===== config.mk =====
export PLATFORM = sky130hd
export DESIGN_NAME = frame_sched
export DESIGN_NICKNAME = d
export VERILOG_FILES = /design/src/rtl/frame_sched_pkg.sv /design/src/rtl/frame_sched_level.sv /design/src/rtl/frame_sched.sv
export SDC_FILE = /design/constraint.sdc
export NUM_CORES = 1
export LEC_CHECK = 0
export ABC_CLOCK_PERIOD_IN_PS = 3100
export CAP_MARGIN = 20
export CORE_MARGIN = 4
export CORE_UTILIZATION = 50
export CTS_CLUSTER_SIZE = 14
export DETAILED_ROUTE_END_ITERATION = 10
export PLACE_DENSITY_LB_ADDON = 0.25
export RECOVER_POWER = 25
export SLEW_MARGIN = 25
export SYNTH_ARGS = -nofsm -noshare
export SYNTH_HDL_FRONTEND = slang
export SYNTH_SLANG_ARGS = --single-unit

===== constraint.sdc =====
create_clock -name CLK -period 3.1 [get_ports CLK]
set_input_delay 0.31 -clock CLK [delete_from_list [all_inputs] [get_ports CLK]]
set_output_delay 0.31 -clock CLK [all_outputs]
set_load 0.01 [all_outputs]

===== src/rtl/frame_sched_pkg.sv =====
`default_nettype none
// ============================================================================
// Module      : frame_sched_pkg
// Description : Shared definitions for the LED frame scheduler: state
//               encodings, default counter widths and the FIFO-empty
//               debounce length used to detect a short frame.
// Revision    : 1.0 - initial release
// ============================================================================
package frame_sched_pkg;

    localparam int LVL_W_DEF      = 11;
    localparam int TMO_W_DEF      = 16;
    localparam int FCNT_W_DEF     = 8;

    // Consecutive FIFO_EMPTY cycles in RUNNING that end a frame early.
    localparam int EMPTY_DEBOUNCE = 2;

    typedef enum logic [1:0] {
        ST_IDLE = 2'd0,
        ST_FILL = 2'd1,
        ST_RUN  = 2'd2,
        ST_EOF  = 2'd3
    } state_t;

endpackage : frame_sched_pkg
`default_nettype wire


===== src/rtl/frame_sched_level.sv =====
`default_nettype none
// ============================================================================
// Module      : fifo_level_tracker
// Description : Saturating up/down counter that mirrors FIFO occupancy from
//               qualified write/read strobes.
// Ports       : clk     - system clock
//               rst     - synchronous active-high clear
//               i_inc   - qualified write (WE & ~FULL)
//               i_dec   - qualified read  (RE & ~EMPTY)
//               o_level - registered occupancy
// Revision    : 1.0 - initial release
// ============================================================================
module fifo_level_tracker #(
    parameter int LVL_W = 11
) (
    input  logic             clk,
    input  logic             rst,
    input  logic             i_inc,
    input  logic             i_dec,
    output logic [LVL_W-1:0] o_level
);

    logic [LVL_W-1:0] r_level;

    always_ff @(posedge clk) begin
        if (rst) begin
            r_level <= '0;
        end else if (i_inc && !i_dec) begin
            if (r_level != {LVL_W{1'b1}}) begin
                r_level <= r_level + LVL_W'(1);
            end
        end else if (i_dec && !i_inc) begin
            if (r_level != '0) begin
                r_level <= r_level - LVL_W'(1);
            end
        end
    end

    assign o_level = r_level;

endmodule : fifo_level_tracker
`default_nettype wire


===== src/rtl/frame_sched.sv =====
`default_nettype none
// ============================================================================
// Module      : frame_sched
// Description : Frame scheduler between the LED FIFO, the serializer and the
//               register block. Starts a frame on full fill, software request
//               or fill timeout, drives RUN, waits for the serializer's
//               end-of-frame pulse and re-arms.
// Ports       : CLK/RST      - clock, synchronous active-high reset
//               ENABLE       - 0 clears all state (same as RST)
//               AUTO         - allow fill/timeout starts
//               SW_RUN       - one-cycle software start
//               FRAME_LEN    - pixels per frame (0 treated as 1)
//               TIMEOUT      - fill timeout in cycles (0 disables)
//               FIFO_*       - FIFO strobes and flags
//               SER_EOF      - serializer reset-code-complete pulse
//               RUN/BUSY     - serializer run level / not idle
//               LEVEL        - tracked FIFO occupancy
//               FRAME_CNT    - completed frames (wraps)
//               PARTIAL/SHORT- sticky status flags
// Revision    : 1.0 - initial release
// ============================================================================
module frame_sched
    import frame_sched_pkg::*;
#(
    parameter int LVL_W  = LVL_W_DEF,
    parameter int TMO_W  = TMO_W_DEF,
    parameter int FCNT_W = FCNT_W_DEF
) (
    input  logic              CLK,
    input  logic              RST,
    input  logic              ENABLE,
    input  logic              AUTO,
    input  logic              SW_RUN,
    input  logic [LVL_W-1:0]  FRAME_LEN,
    input  logic [TMO_W-1:0]  TIMEOUT,
    input  logic              FIFO_WE,
    input  logic              FIFO_FULL,
    input  logic              FIFO_RE,
    input  logic              FIFO_EMPTY,
    input  logic              SER_EOF,
    output logic              RUN,
    output logic              BUSY,
    output logic [LVL_W-1:0]  LEVEL,
    output logic [FCNT_W-1:0] FRAME_CNT,
    output logic              PARTIAL,
    output logic              SHORT
);

    localparam logic [1:0] c_EMPTY_LAST = 2'(EMPTY_DEBOUNCE - 1);

    state_t            r_state;
    state_t            w_next;
    logic [TMO_W-1:0]  r_tmo;
    logic [LVL_W-1:0]  r_pix_cnt;
    logic [LVL_W-1:0]  r_pix_target;
    logic [1:0]        r_empty_cnt;
    logic              r_run;
    logic [FCNT_W-1:0] r_fcnt;
    logic              r_partial;
    logic              r_short;

    logic              w_clr;
    logic              w_inc;
    logic              w_dec;
    logic [LVL_W-1:0]  w_level;
    logic              w_lvl_nz;
    logic [LVL_W-1:0]  w_eff_len;
    logic              w_fill_hit;
    logic              w_tmo_hit;
    logic [LVL_W-1:0]  w_pix_next;
    logic              w_empty_hit;
    logic              w_set_partial;
    logic              w_set_short;
    logic              w_fcnt_inc;

    // The FIFO itself is held in reset by ~ENABLE, so occupancy clears too.
    assign w_clr = RST || !ENABLE;
    assign w_inc = FIFO_WE && !FIFO_FULL;
    assign w_dec = FIFO_RE && !FIFO_EMPTY;

    fifo_level_tracker #(
        .LVL_W (LVL_W)
    ) u_level (
        .clk     (CLK),
        .rst     (w_clr),
        .i_inc   (w_inc),
        .i_dec   (w_dec),
        .o_level (w_level)
    );

    assign w_lvl_nz    = (w_level != '0);
    assign w_eff_len   = (FRAME_LEN == '0) ? LVL_W'(1) : FRAME_LEN;
    assign w_fill_hit  = AUTO && (w_level >= w_eff_len);
    assign w_tmo_hit   = AUTO && (TIMEOUT != '0) && (r_tmo == (TIMEOUT - TMO_W'(1))) && w_lvl_nz;
    assign w_pix_next  = r_pix_cnt + LVL_W'(w_dec);
    assign w_empty_hit = FIFO_EMPTY && (r_empty_cnt == c_EMPTY_LAST);

    always_comb begin
        w_next        = r_state;
        w_set_partial = 1'b0;
        w_set_short   = 1'b0;
        w_fcnt_inc    = 1'b0;
        case (r_state)
            ST_IDLE: begin
                if (w_lvl_nz || SW_RUN) begin
                    w_next = ST_FILL;
                end
            end
            ST_FILL: begin
                // Software start wins, then a full frame, then the timeout.
                if (SW_RUN || w_fill_hit) begin
                    w_next = ST_RUN;
                end else if (w_tmo_hit) begin
                    w_next        = ST_RUN;
                    w_set_partial = (w_level < w_eff_len);
                end
            end
            ST_RUN: begin
                if (w_pix_next >= r_pix_target) begin
                    w_next = ST_EOF;
                end else if (w_empty_hit) begin
                    w_next      = ST_EOF;
                    w_set_short = 1'b1;
                end
            end
            ST_EOF: begin
                if (SER_EOF) begin
                    w_fcnt_inc = 1'b1;
                    w_next     = w_lvl_nz ? ST_FILL : ST_IDLE;
                end
            end
            default: w_next = ST_IDLE;
        endcase
    end

    always_ff @(posedge CLK) begin
        if (w_clr) begin
            r_state      <= ST_IDLE;
            r_tmo        <= '0;
            r_pix_cnt    <= '0;
            r_pix_target <= '0;
            r_empty_cnt  <= '0;
            r_run        <= 1'b0;
            r_fcnt       <= '0;
            r_partial    <= 1'b0;
            r_short      <= 1'b0;
        end else begin
            r_state <= w_next;

            // Timeout counts only cycles spent waiting with data present.
            if (r_state != ST_FILL && w_next == ST_FILL) begin
                r_tmo <= '0;
            end else if (r_state == ST_FILL && w_lvl_nz && r_tmo != {TMO_W{1'b1}}) begin
                r_tmo <= r_tmo + TMO_W'(1);
            end

            // Frame length is frozen at frame start.
            if (r_state != ST_RUN && w_next == ST_RUN) begin
                r_pix_target <= w_eff_len;
                r_pix_cnt    <= '0;
            end else if (r_state == ST_RUN) begin
                r_pix_cnt <= w_pix_next;
            end

            if (r_state == ST_RUN && w_next == ST_RUN && FIFO_EMPTY) begin
                if (r_empty_cnt != c_EMPTY_LAST) begin
                    r_empty_cnt <= r_empty_cnt + 2'd1;
                end
            end else begin
                r_empty_cnt <= '0;
            end

            // RUN follows the state one cycle late on entry, drops with the exit.
            r_run <= (r_state == ST_RUN) && (w_next == ST_RUN);

            if (w_fcnt_inc) begin
                r_fcnt <= r_fcnt + FCNT_W'(1);
            end
            if (w_set_partial) begin
                r_partial <= 1'b1;
            end
            if (w_set_short) begin
                r_short <= 1'b1;
            end
        end
    end

    assign RUN       = r_run;
    assign BUSY      = (r_state != ST_IDLE);
    assign LEVEL     = w_level;
    assign FRAME_CNT = r_fcnt;
    assign PARTIAL   = r_partial;
    assign SHORT     = r_short;

endmodule : frame_sched
`default_nettype wire


==> flow_metrics.env, run 1 <==
export IMPL_status="complete, no violations"
export IMPL_grt_overflow_total=0
export IMPL_row_count=34
export IMPL_synth_cell_type_count=60
export IMPL_cts_buffers_inserted=9
export IMPL_layout_commonest_cell="dfxtp_1"
export IMPL_grt_pass1_vias=4372
export IMPL_cts_sinks=64
export IMPL_drc=0
export IMPL_routed_via_count=4436
export IMPL_setup_ws_ns=0.1510
export IMPL_timing_fmax_ghz=0.3391
export IMPL_power_density_nw_per_um2=342.5
export IMPL_worstSkewPairLatency_ns=0.34
export IMPL_maxSlewViolCount=0
export IMPL_synthTopCellsByArea="dfxtp_1, ha_1, xnor2_1"
export IMPL_final_area_sq_um=5781
export IMPL_leakagePower_nw=2.385
export IMPL_crit_fanout=10
export IMPL_cts_root_buffer="clkbuf_8"
export IMPL_routed_wl_mm=11.78
export IMPL_dp_hpwl_mm=9.264
export IMPL_critical_path_class="primary input to register"
export IMPL_avgSynthCellArea_sq_um=8.096
export IMPL_required_ns=3.31
export IMPL_fin_util=0.6596
export IMPL_crit_slowest_cell="or4_4"
export IMPL_critical_path_buf_inv_count=3
export IMPL_place_area_sq_um=5572
export IMPL_synth_top_cell_by_area="dfxtp_1"
export IMPL_insertedDiodeCount=0
export IMPL_nNetsFinal=735
export IMPL_slew_headroom=0.4789
export IMPL_place_inst=756
export IMPL_rsz0062_at_grt="false"
export IMPL_cts_tree="done"
export IMPL_start_kind="primary input"
export IMPL_htree_levels=3
export IMPL_cp_end_kind="register"
export IMPL_wl_per_cell_microns=15.26
export IMPL_drive_above_1_share=0.1295
export IMPL_fin_skew_ns=0.006594
export IMPL_finalSetupViolCount=0
export IMPL_yosysSeqAreaShare=0.2831
export IMPL_ys_flop_type="dfxtp_1"
export IMPL_final_cells=772
export IMPL_core_sq_um=8763
export IMPL_track_usage=0.2316
export IMPL_finalHoldViolCount=0
export IMPL_ctsHoldBuffers=0
export IMPL_grt_antenna_before_repair=0
export IMPL_synth_cells=559
export IMPL_start_util=0.5164
export IMPL_ys_ff_latch=64
export IMPL_grt_pass1_wl_mm=19.70
export IMPL_netlist_area_leader_share=0.2831
export IMPL_drt_first_pass_iters=6
export IMPL_period_needed_ns=2.949
export IMPL_path_clk_slew_ns=0.07
export IMPL_cp_cell_sequence="clkdlybuf4s50_1, inv_1, ha_1, or4b_4, o31a_1, o22a_1, o22ai_1, nand3_1, or4_4, a21oi_2, buf_12, nor4_1"
export IMPL_dieArea_sq_um=10640
export IMPL_cp_top_family="simple AND/OR/NAND/NOR gates"
export IMPL_fp_dieW_microns=103.1
export IMPL_asyncSetResetFlopFracSynth=0
export IMPL_tightest_slew_ns=0.7809
export IMPL_place_ws_ns=-0.2554
export IMPL_irDropWorstVdd_mv=0.2659
export IMPL_chipHeight_microns=103.1
export IMPL_first_iter_violations=217
export IMPL_ios=60
export IMPL_yosys_warnings=0
export IMPL_clockBufferDepth=2
export IMPL_finalCritPeriodShare=0.9513
export IMPL_area_growth_pct=27.73
export IMPL_hp_class="register to register"
export IMPL_io_buffers=59
export IMPL_arrival_ns=3.16
export IMPL_viasPerCell=5.746
export IMPL_regArea_sq_um=1281
export IMPL_grt_max_degree=37
export IMPL_multi_input_area_sq_um=3039
export IMPL_ant_nets=0
export IMPL_routabilityCongestion=0.9509
export IMPL_synthesis_area_sq_um=4526
export IMPL_most_common_layout_cells="dfxtp_1, nor2_1, buf_4, nand3_1, clkdlybuf4s50_1"
export IMPL_syn_nets=634
export IMPL_cap_violations=0
export IMPL_n_fill_cell=737
export IMPL_cp_slowest_stage_delay_ns=0.53
export IMPL_synth_edf_count=0
==> tightest hold or removal path: cells and delay by family (launching register included) <==
family / cells / cell delay [ns]
flip-flops: 1 / 0.31
AO/OA/AOI/OAI: 1 / 0.05
buffers and inverters: 1 / 0.05
==> registers in the layout, indices dropped and copies added, names as in the netlist, 2 cells and up <==
register and cells:
r_pix_target 11, FRAME_CNT 8, r_pix_cnt 11, r_tmo 16
u_level.o_level 11, r_state 2, r_empty_cnt 2
==> kinds of logic after synthesis <==
family | Yosys count | share of synthesized area
muxes | 14 | 0.03096
buffers and inverters | 59 | 0.05225
AOI/OAI and AO/OA | 85 | 0.1297
and+or+nand+nor | 231 | 0.2657
adders and majority gates | 38 | 0.1067
xor gates and xnor gates | 68 | 0.1316
DFF | 64 | 0.2831
==> layout make-up <==
type,count,share of cell area
inverter,37,0.02403
timing repair buffer,112,0.1753
clock buffer,12,0.02684
clock inverter,3,0.003030
sequential,64,0.2216
multi-input combinational,436,0.5258
tap,108,0.02338
==> through the flow <==
stage	hold WS [ns]	total power, mW	TNS (ns)
after floorplan	0.4382	1.140	0
after global placement	0.4510	1.339	-2.941
after detailed placement	0.4512	1.354	-4.897
after CTS	0.4656	1.992	0
after global routing	0.4743	2.083	0
final	0.4656	1.980	0
==> metal layers <==
layer  global-route usage  share of wire  vias to the layer above  routed length, microns
li1                     -              -                     2198                       -
met1               0.2845           0.43                     2105                    5051
met2               0.3981           0.50                      113                    5943
met3              0.04804          0.047                       20                     555
met4              0.08566          0.020                        0                     234
met5                    0              0                        -                       0
==> Yosys cell counts, types with 3 or more instances <==
master and count:
a21oi_1 20, clkbuf_1 17, nand3_1 45, nor2_1 61, nor3_1 18, buf_2 3
nand2b_1 5, and3_1 10, dfxtp_1 64, o21ai_0 15, a32oi_1 11, nor4b_1 3
nor2b_1 7, xnor2_1 34, ha_1 37, or3_1 3, inv_1 37, nor4_1 7
a21o_1 5, a211oi_1 5, xor2_1 34, o211ai_1 3, and4_1 3, nand4_1 24
nand2_1 32, mux2i_1 14
==> power by group <==
part / internal, mW / total, mW / switching (mW)
registers: 0.837 / 0.863 / 0.0261
clock network: 0.327 / 0.638 / 0.311
logic: 0.242 / 0.479 / 0.237
==> timing repair <==
action                     4_1_cts  5_1_grt
setup buffers                    0        1
setup endpoints to repair        0       16
gates resized for setup          0        9
==> worst paths after layout <==
kind         cells past startpoint         endpoint                from  slack (ns)
max                             12     r_pix_cnt[1]          TIMEOUT[1]        0.15
min                              2  r_pix_target[0]     r_pix_target[0]        0.47
max reg2reg                      9  r_pix_target[4]  u_level.o_level[3]        0.49
min reg2reg                      2  r_pix_target[0]     r_pix_target[0]        0.47
No activity file was read; power rests on OpenSTA's default activity.
==> inputs of run 2 (changes only) <==
Settings changed: CORE_MARGIN 4 to 5.
==> run 2 against run 1 <==
Die area grew 3.9%. Count of clock-buffer cells in the layout unchanged. Clock power is 2% higher. Sequential power about the same. Combinational power increased by 0.8%. Largest power group unchanged. Critical path depth did not move. Worst hold slack better by 0.013 ns. Routed wire length increased by 3.4%.
==> flow_metrics.env, run 2 (synthesis results as in run 1) <==
export IMPL_track_usage=0.2167
export IMPL_chipHeight_microns=105.1
export IMPL_period_needed_ns=2.918
export IMPL_cts_resized_gates=0
export IMPL_largest_register="r_tmo"
export IMPL_rsz0062_at_grt="false"
export IMPL_finalCritPeriodShare=0.9414
export IMPL_final_cells=771
export IMPL_viasPerCell=5.803
export IMPL_postCtsSetupRepairBufs=0
export IMPL_insertedDiodeCount=0
export IMPL_ant_nets=0
export IMPL_status="complete, no violations"
export IMPL_path_clk_slew_ns=0.07
export IMPL_worstSkewPairLatency_ns=0.34
export IMPL_timing_fmax_ghz=0.3426
export IMPL_htree_levels=3
export IMPL_maxSlewViolCount=0
export IMPL_ios=60
export IMPL_fin_util=0.6578
export IMPL_cts_root_buffer="clkbuf_8"
export IMPL_critical_path_class="primary input to register"
export IMPL_finalHoldViolCount=0
export IMPL_cts_tree="done"
export IMPL_r2r_setup_slack_ns=0.49
export IMPL_routed_via_count=4474
export IMPL_arrival_ns=3.13
export IMPL_grt_max_degree=37
export IMPL_grt_pass1_wl_mm=20.17
export IMPL_wl_per_cell_microns=15.80
export IMPL_grt_antenna_before_repair=0
export IMPL_drt_first_pass_iters=5
export IMPL_area_growth_pct=27.37
export IMPL_crit_fanout=10
export IMPL_required_ns=3.31
export IMPL_dp_hpwl_mm=9.446
export IMPL_fp_dieW_microns=105.1
export IMPL_slew_headroom=0.4921
export IMPL_io_buffers=59
export IMPL_cap_violations=0
export IMPL_leakagePower_nw=2.384
export IMPL_grt_overflow_total=0
export IMPL_fin_skew_ns=0.01079
export IMPL_nNetsFinal=734
export IMPL_tightest_slew_ns=0.7610
export IMPL_hp_class="register to register"
export IMPL_start_util=0.5164
export IMPL_power_density_nw_per_um2=345.9
export IMPL_irDropWorstVdd_mv=0.2390
export IMPL_start_kind="primary input"
export IMPL_grt_pass1_vias=4287
export IMPL_cts_sinks=64
export IMPL_layout_commonest_cell="dfxtp_1"
export IMPL_ctsHoldBuffers=0
export IMPL_dieArea_sq_um=11050
export IMPL_largest_reg_flops=16
export IMPL_routed_wl_mm=12.18
export IMPL_cp_end_kind="register"
export IMPL_routabilityCongestion=0.8632
export IMPL_place_inst=756
export IMPL_most_common_layout_cells="dfxtp_1, nor2_1, buf_4, nand3_1, clkdlybuf4s50_1"
export IMPL_clockBufferDepth=2
export IMPL_row_count=34
export IMPL_core_sq_um=8763
export IMPL_first_iter_violations=226
export IMPL_drive_above_1_share=0.1282
export IMPL_finalSetupViolCount=0
export IMPL_cts_buffers_inserted=9
export IMPL_drc=0
run 2: layout make-up:
type                       instances  area (sq um)
clock buffer                      12         155.1
clock inverter                     3         17.52
fill                             733          2999
inverter                          37         138.9
multi-input combinational        436          3043
sequential                        64          1281
tap                              108         135.1
timing repair buffer             111         993.5
run 2: worst paths after layout:
| check | start | to | cells past startpoint |
|---|---|---|---|
| max | TIMEOUT[1] | r_pix_cnt[1] | 12 |
| min | r_pix_target[0] | r_pix_target[0] | 2 |
| max reg2reg | u_level.o_level[3] | r_pix_cnt[1] | 10 |
| min reg2reg | r_pix_target[0] | r_pix_target[0] | 2 |
run 2: metal layers:
layer / GRT usage / part of all wire / vias to the layer above
li1: - / - / 2202
met3: 0.04747 / 0.047 / 27
met4: 0.07215 / 0.023 / 0
met5: 0 / 0 / -
met2: 0.3683 / 0.49 / 108
met1: 0.2713 / 0.44 / 2137
run 2: metrics by stage:
step	power, mW	cell area (sq um)	TNS [ns]	hold WS (ns)	setup slack [ns]
finish	1.994	5764	0	0.4787	0.1815
global route	2.091	5764	0	0.5122	0.01752
CTS	1.998	5732	0	0.4795	0.1455
detailed placement	1.354	5559	-4.038	0.4677	-0.2066
global placement	1.336	5557	-2.061	0.4567	-0.1443
floorplan	1.140	4526	0	0.4382	0.3590
run 2: critical path, stage by stage:
cell and delay (ns):
clkdlybuf4s50_1 0.43, inv_1 0.07, ha_1 0.16, or4b_4 0.49, o31a_1 0.25, o22a_1 0.17
o22ai_1 0.14, nand3_1 0.12, or4_4 0.54, a21oi_2 0.18, buf_4 0.20, nor4_1 0.07
run 2: where the power goes:
group	switching [mW]	total, mW	internal, mW	leakage (nW)
sequential	0.0256	0.862	0.837	0.517
clock	0.322	0.649	0.327	0.0882
combinational	0.242	0.483	0.240	1.78
total	0.590	1.99	1.40	2.38
